[src/rtl/mem_if_pkg.sv]
// Shared definitions for the data-memory interface: controller state encoding,
// memory geometry and the load/store opcodes the control unit decodes.
package mem_if_pkg;

    typedef enum logic [1:0] {
        StIdle   = 2'd0,
        StAccess = 2'd1,
        StDone   = 2'd2,
        StErr    = 2'd3
    } mem_state_e;

    localparam int unsigned DMEM_ADDR_W = 10;
    localparam int unsigned DMEM_WORDS  = 1024;

    localparam logic [5:0] OP_LW = 6'b100011;
    localparam logic [5:0] OP_SW = 6'b101011;

    // Wait-counter width; a zero-latency memory still needs a 1-bit counter.
    function automatic int unsigned cnt_width(input int unsigned wait_cycles);
        return (wait_cycles < 1) ? 1 : $clog2(wait_cycles + 1);
    endfunction

endpackage

[src/rtl/mem_wait_counter.sv]
// Memory-latency counter: cleared when a command is accepted, incremented while the
// strobe is held, flags terminal count when it reaches WAIT_CYCLES.
module mem_wait_counter #(
    parameter int unsigned WAIT_CYCLES = 1,
    parameter int unsigned CNT_W       = 1
) (
    input  logic i_clk,
    input  logic i_rst,
    input  logic i_clear,
    input  logic i_inc,
    output logic o_tc
);

    logic [CNT_W-1:0] r_cnt;

    always_ff @(posedge i_clk or posedge i_rst) begin
        if (i_rst) begin
            r_cnt <= '0;
        end else if (i_clear) begin
            r_cnt <= '0;
        end else if (i_inc) begin
            r_cnt <= r_cnt + 1'b1;
        end
    end

    assign o_tc = (r_cnt == CNT_W'(WAIT_CYCLES));

endmodule

[src/rtl/mem_access_ctrl.sv]
// MEM-stage controller of the multicycle CPU: issues one load/store to the
// word-addressed data memory, waits out its latency and captures read data into LMD.
module mem_access_ctrl
    import mem_if_pkg::*;
#(
    parameter int unsigned ADDR_W      = DMEM_ADDR_W,
    parameter int unsigned DATA_W      = 32,
    parameter int unsigned WAIT_CYCLES = 1
) (
    input  logic              i_clk,
    input  logic              i_rst,
    input  logic              i_start,
    input  logic              i_is_load,
    input  logic              i_is_store,
    input  logic [31:0]       i_addr,
    input  logic [DATA_W-1:0] i_store_data,
    output logic              o_busy,
    output logic              o_done,
    output logic              o_err,
    output logic [DATA_W-1:0] o_lmd,
    output logic              o_mem_r,
    output logic              o_mem_w,
    output logic [ADDR_W-1:0] o_mem_addr,
    output logic [DATA_W-1:0] o_mem_wdata,
    input  logic [DATA_W-1:0] i_mem_rdata
);

    localparam int unsigned CNT_W = cnt_width(WAIT_CYCLES);

    mem_state_e        r_state, w_state_d;
    logic              r_is_load, w_is_load_d;
    logic [ADDR_W-1:0] r_mem_addr, w_mem_addr_d;
    logic [DATA_W-1:0] r_mem_wdata, w_mem_wdata_d;
    logic [DATA_W-1:0] r_lmd, w_lmd_d;
    logic              r_busy, r_done, r_err, r_mem_r, r_mem_w;
    logic              w_cmd_ok, w_cnt_clear, w_cnt_inc, w_cnt_tc;

    // Exactly one access kind, and the word address must fit the memory.
    assign w_cmd_ok = (i_is_load ^ i_is_store) && (i_addr[31:ADDR_W] == '0);

    mem_wait_counter #(
        .WAIT_CYCLES (WAIT_CYCLES),
        .CNT_W       (CNT_W)
    ) u_wait_counter (
        .i_clk   (i_clk),
        .i_rst   (i_rst),
        .i_clear (w_cnt_clear),
        .i_inc   (w_cnt_inc),
        .o_tc    (w_cnt_tc)
    );

    always_comb begin
        w_state_d     = r_state;
        w_is_load_d   = r_is_load;
        w_mem_addr_d  = r_mem_addr;
        w_mem_wdata_d = r_mem_wdata;
        w_lmd_d       = r_lmd;
        w_cnt_clear   = 1'b0;
        w_cnt_inc     = 1'b0;
        case (r_state)
            StIdle, StDone: begin
                if (i_start) begin
                    if (w_cmd_ok) begin
                        w_state_d     = StAccess;
                        w_is_load_d   = i_is_load;
                        w_mem_addr_d  = i_addr[ADDR_W-1:0];
                        w_mem_wdata_d = i_store_data;
                        w_cnt_clear   = 1'b1;
                    end else begin
                        w_state_d = StErr;
                    end
                end else begin
                    w_state_d = StIdle;
                end
            end
            StAccess: begin
                if (w_cnt_tc) begin
                    if (r_is_load) begin
                        w_lmd_d = i_mem_rdata;
                    end
                    w_state_d = StDone;
                end else begin
                    w_cnt_inc = 1'b1;
                end
            end
            StErr:   w_state_d = StIdle;
            default: w_state_d = StIdle;
        endcase
    end

    // Outputs are registered from the next state so they change only on clock edges.
    always_ff @(posedge i_clk or posedge i_rst) begin
        if (i_rst) begin
            r_state     <= StIdle;
            r_is_load   <= 1'b0;
            r_mem_addr  <= '0;
            r_mem_wdata <= '0;
            r_lmd       <= '0;
            r_busy      <= 1'b0;
            r_done      <= 1'b0;
            r_err       <= 1'b0;
            r_mem_r     <= 1'b0;
            r_mem_w     <= 1'b0;
        end else begin
            r_state     <= w_state_d;
            r_is_load   <= w_is_load_d;
            r_mem_addr  <= w_mem_addr_d;
            r_mem_wdata <= w_mem_wdata_d;
            r_lmd       <= w_lmd_d;
            r_busy      <= (w_state_d == StAccess) || (w_state_d == StErr);
            r_done      <= (w_state_d == StDone) || (w_state_d == StErr);
            r_err       <= (w_state_d == StErr);
            r_mem_r     <= (w_state_d == StAccess) && w_is_load_d;
            r_mem_w     <= (w_state_d == StAccess) && !w_is_load_d;
        end
    end

    assign o_busy      = r_busy;
    assign o_done      = r_done;
    assign o_err       = r_err;
    assign o_lmd       = r_lmd;
    assign o_mem_r     = r_mem_r;
    assign o_mem_w     = r_mem_w;
    assign o_mem_addr  = r_mem_addr;
    assign o_mem_wdata = r_mem_wdata;

endmodule

[config.mk]
export PLATFORM = sky130hd
export DESIGN_NAME = mem_access_ctrl
export DESIGN_NICKNAME = d
export VERILOG_FILES = /design/src/rtl/mem_if_pkg.sv /design/src/rtl/mem_wait_counter.sv /design/src/rtl/mem_access_ctrl.sv
export SDC_FILE = /design/constraint.sdc
export NUM_CORES = 1
export LEC_CHECK = 0
export BUFFER_PORTS_ARGS = -buffer_cell sky130_fd_sc_hd__buf_4
export CAP_MARGIN = 20
export CORE_AREA = 2 2 85 87
export DETAILED_ROUTE_END_ITERATION = 16
export DIE_AREA = 0 0 87 89
export PLACE_DENSITY_LB_ADDON = 0.3
export SLEW_MARGIN = 20
export SYNTH_ARGS = -nofsm -noshare
export SYNTH_HDL_FRONTEND = slang
export SYNTH_SLANG_ARGS = --single-unit
[constraint.sdc]
create_clock -name i_clk -period 7.85 [get_ports i_clk]
set_clock_uncertainty 0.15 [all_clocks]
set_input_delay 1.57 -clock i_clk [delete_from_list [all_inputs] [get_ports i_clk]]
set_output_delay 1.57 -clock i_clk [all_outputs]
set_load 0.01 [all_outputs]
==> impl_metrics.tcl <==
set metrics [dict create \
    status "complete, no violations" \
    synth_xor_area_share_pct 0.282 \
    hold_depth 1 \
    cellInternalPower_uw 725 \
    cp.arrival_ns 3.61 \
    seqPwrFrac_pct 50.8 \
    grtUsageMet3_pct 4.62 \
    path_cells "buf_4, nor4_1, nand4_1, nor3_4, buf_4, mux2_2" \
    synthCells 191 \
    synth_fa_ha_area_share_pct 0 \
    viasPerCell 4.82 \
    drt_iter0_drc 52 \
    num_antenna_cells 0 \
    ioPinCount 180 \
    clock_latency_ns 0.32 \
    reg2reg_depth 4 \
    power.switching_uw 221 \
    slew_violations 0 \
    portBuffers 179 \
    fp.dieH_um 89 \
    worst-path-max-fanout 36 \
    initial_core_util_pct 46.3 \
    hold_violations 0 \
    hold_slack_ns 0.342 \
    critPathTopFamily "simple AND/OR/NAND/NOR gates" \
    setup.worst_path.start "i_addr[11]" \
    grt_pass1_vias 2230 \
    cp.depth 6 \
    dr.pass1.iters 4 \
    tritoncts "done" \
    htree_levels 3 \
    p_comb_share_pct 18.8 \
    multi_input_area_um2 988 \
    cts-root-buf "clkbuf_8" \
    hpwlAfterDp_um 5500 \
    ant_nets 0 \
    busiest_layer "met2" \
    globalplace.congestion 0.750 \
    path_clk_slew_ns 0.07 \
    dr_total_vias 2221 \
    die-area_um2 7740 \
    start_kind "input port" \
    max_stage_delay_ns 0.50 \
    wl_per_cell_um 15.7 \
    clock_path_buffers 2 \
    reg2reg_to "o_mem_wdata[10]" \
    synth_top_family_by_area "multiplexers" \
    critPathKind "input port to flip-flop" \
    timing.rr.start "o_busy" \
    cts_buffers 9 \
    muxShareOfSynthArea_pct 27.1 \
    worst_pin_slew_ns 0.728 \
    pre_cts_ws_ns 3.95 \
    grt_pass1_wl_um 11000 \
    drc_errors 0 \
    clkPwrFrac_pct 30.5 \
    crit_top_cell "buf_4" \
    grtUsageTotal_pct 19.0 \
    postCtsHoldBufs 0 \
    fp.coreArea_um2 6720 \
    fill_cells 508 \
    yosysSeqAreaShare_pct 66.0 \
    endpoint "o_mem_wdata[10]" \
    wl_um 7230 \
    grt_max_degree 83 \
    setup_slack_ns 4.30 \
    grt_overflow 0 \
    cp_num_buf_inv 2 \
    fin_nets 478 \
    cts.sinks 82 \
    antenna_found_initial 0 \
    fin_crit_sh_pct 45.2 \
    cts_resized 0 \
    p_leak_uw 0.00249 \
    hold_path_class "flip-flop to flip-flop" \
    synth.distinct_cells 19 \
    avgSynthCellArea_um2 16.3 \
    ys_warn_count 0 \
    drv_cap 0 \
    crit_slowest_cell "nor3_4" \
    synth_area_um2 3110 \
    die_w_um 87 \
    syn_to_final_growth_pct 51.5 \
    placedInstanceArea_um2 4520 \
    finalSetupTns_ns 0 \
    register_area_um2 2050 \
    reg2reg_slack_ns 5.59 \
    p_sw_share_pct 23.4 \
    power_density_nw_per_um2 201 \
    synth_fp_nets 292 \
    synth_compound_area_share_pct 0.886 \
    synth-simple-area-share_pct 3.50 \
    cts_setup_buffers 0 \
    design_area_um2 4710 \
    fmax_mhz 282 \
    ys_ff_latch 82 \
    met1_usage_pct 22.6 \
    rows 30 \
    final-setup-viol-count 0 \
    max-vdd-ir-drop_mv 0.119 \
    rsz0062_at_grt "no" \
    endpoint_kind "flip-flop" \
    min_period_ns 3.55 \
    relSlewSlack_pct 51.4 \
    required_ns 7.91 \
    p_total_uw 946 \
    grt.met2_usage_pct 32.9 \
    drive_above_1_share_pct 70.3 \
]
==> power groups by stage <==
stage               Clock (µW)  Sequential [µW]  Combinational [µW]
detailed placement           0              490                 180
CTS                        298              481                 181
floorplan                    0              507                48.9
finish                     288              480                 177
global route               321              486                 191
global placement             0              487                 177
==> sequential cells by signal (all words and copies together) (netlist names) <==
signal	cells
o_mem_addr	10
r_state	1
r_is_load	1
o_err	1
o_mem_r	1
o_done	1
u_wait_counter.o_tc	1
o_mem_wdata	32
o_lmd	32
o_mem_w	1
o_busy	1
==> stage by stage <==
stage	util [%]	std cells
detailed placement	67.3	446
global placement	67.3	446
CTS	70.0	461
global route	70.1	461
floorplan	-	191
finish	70.1	461
==> worst reg2reg max path, stage by stage, from the launching register on <==
cell,delay (ns)
dfrtp_1,0.38
nand2b_1,0.23
nor3_4,0.46
buf_4,0.50
mux2_2,0.42
==> cells in the mapped netlist (all sizes together) <==
cell type	instances	share of area [%]
mux2i	1	0.32
nand3	2	0.32
xor2	1	0.28
o21ai	2	0.32
mux2	74	27
nand4	1	0.20
buf	6	1.7
nor4	5	1.0
nor3	1	0.52
nand2	2	0.24
nand2b	2	0.40
inv	3	0.36
nor2b	1	0.20
clkbuf	1	0.12
o2bb2ai	2	0.56
nor2	5	0.60
dfrtp	82	66
==> cell type report <==
type | count | share of cell area (%)
repair buffers | 182 | 29.1
inverters | 3 | 0.266
clock buffers | 12 | 3.08
clock inverters | 3 | 0.850
well taps | 80 | 2.13
multi-input cells | 99 | 21.0
flip-flops and latches | 82 | 43.6
==> cell usage in the layout (no fill, tap or decap), types with 2 or more instances in the layout <==
| cell type | instances |
|---|---|
| clkbuf_1 | 2 |
| nand2_1 | 2 |
| clkbuf_8 | 10 |
| o21ai_0 | 2 |
| buf_4 | 181 |
| mux2_1 | 3 |
| o2bb2ai_1 | 2 |
| nand2b_1 | 2 |
| nor2_1 | 5 |
| clkinv_2 | 3 |
| nand3_1 | 2 |
| dfrtp_1 | 82 |
| nor4_1 | 5 |
| inv_1 | 2 |
| mux2_2 | 71 |
==> logic make-up (layout without fill, tap and decap cells) <==
kind of cell,after synthesis,after routing
simple gates,19,19
xor+xnor,1,1
buf+inv,10,200
compound gates,4,4
mux,75,75
flops,82,82
==> how the worst min path moves through the flow <==
stage / start / end / slack [ns]
2_1_floorplan: r_is_load / o_mem_w / 0.29
3_3_place_gp: r_is_load / o_mem_w / 0.31
3_5_place_dp: r_is_load / o_mem_w / 0.33
4_1_cts: r_is_load / o_mem_w / 0.34
5_1_grt: o_mem_wdata[24] / o_mem_wdata[24] / 0.37
6_report: r_is_load / o_mem_w / 0.34
==> metal layers <==
metal / up-vias / share of wire [%]
met5: - / 0
met4: 0 / 1.7
met3: 12 / 6.4
met2: 92 / 54
met1: 1075 / 38
li1: 1042 / -
No activity file was read; power rests on OpenSTA's default activity.
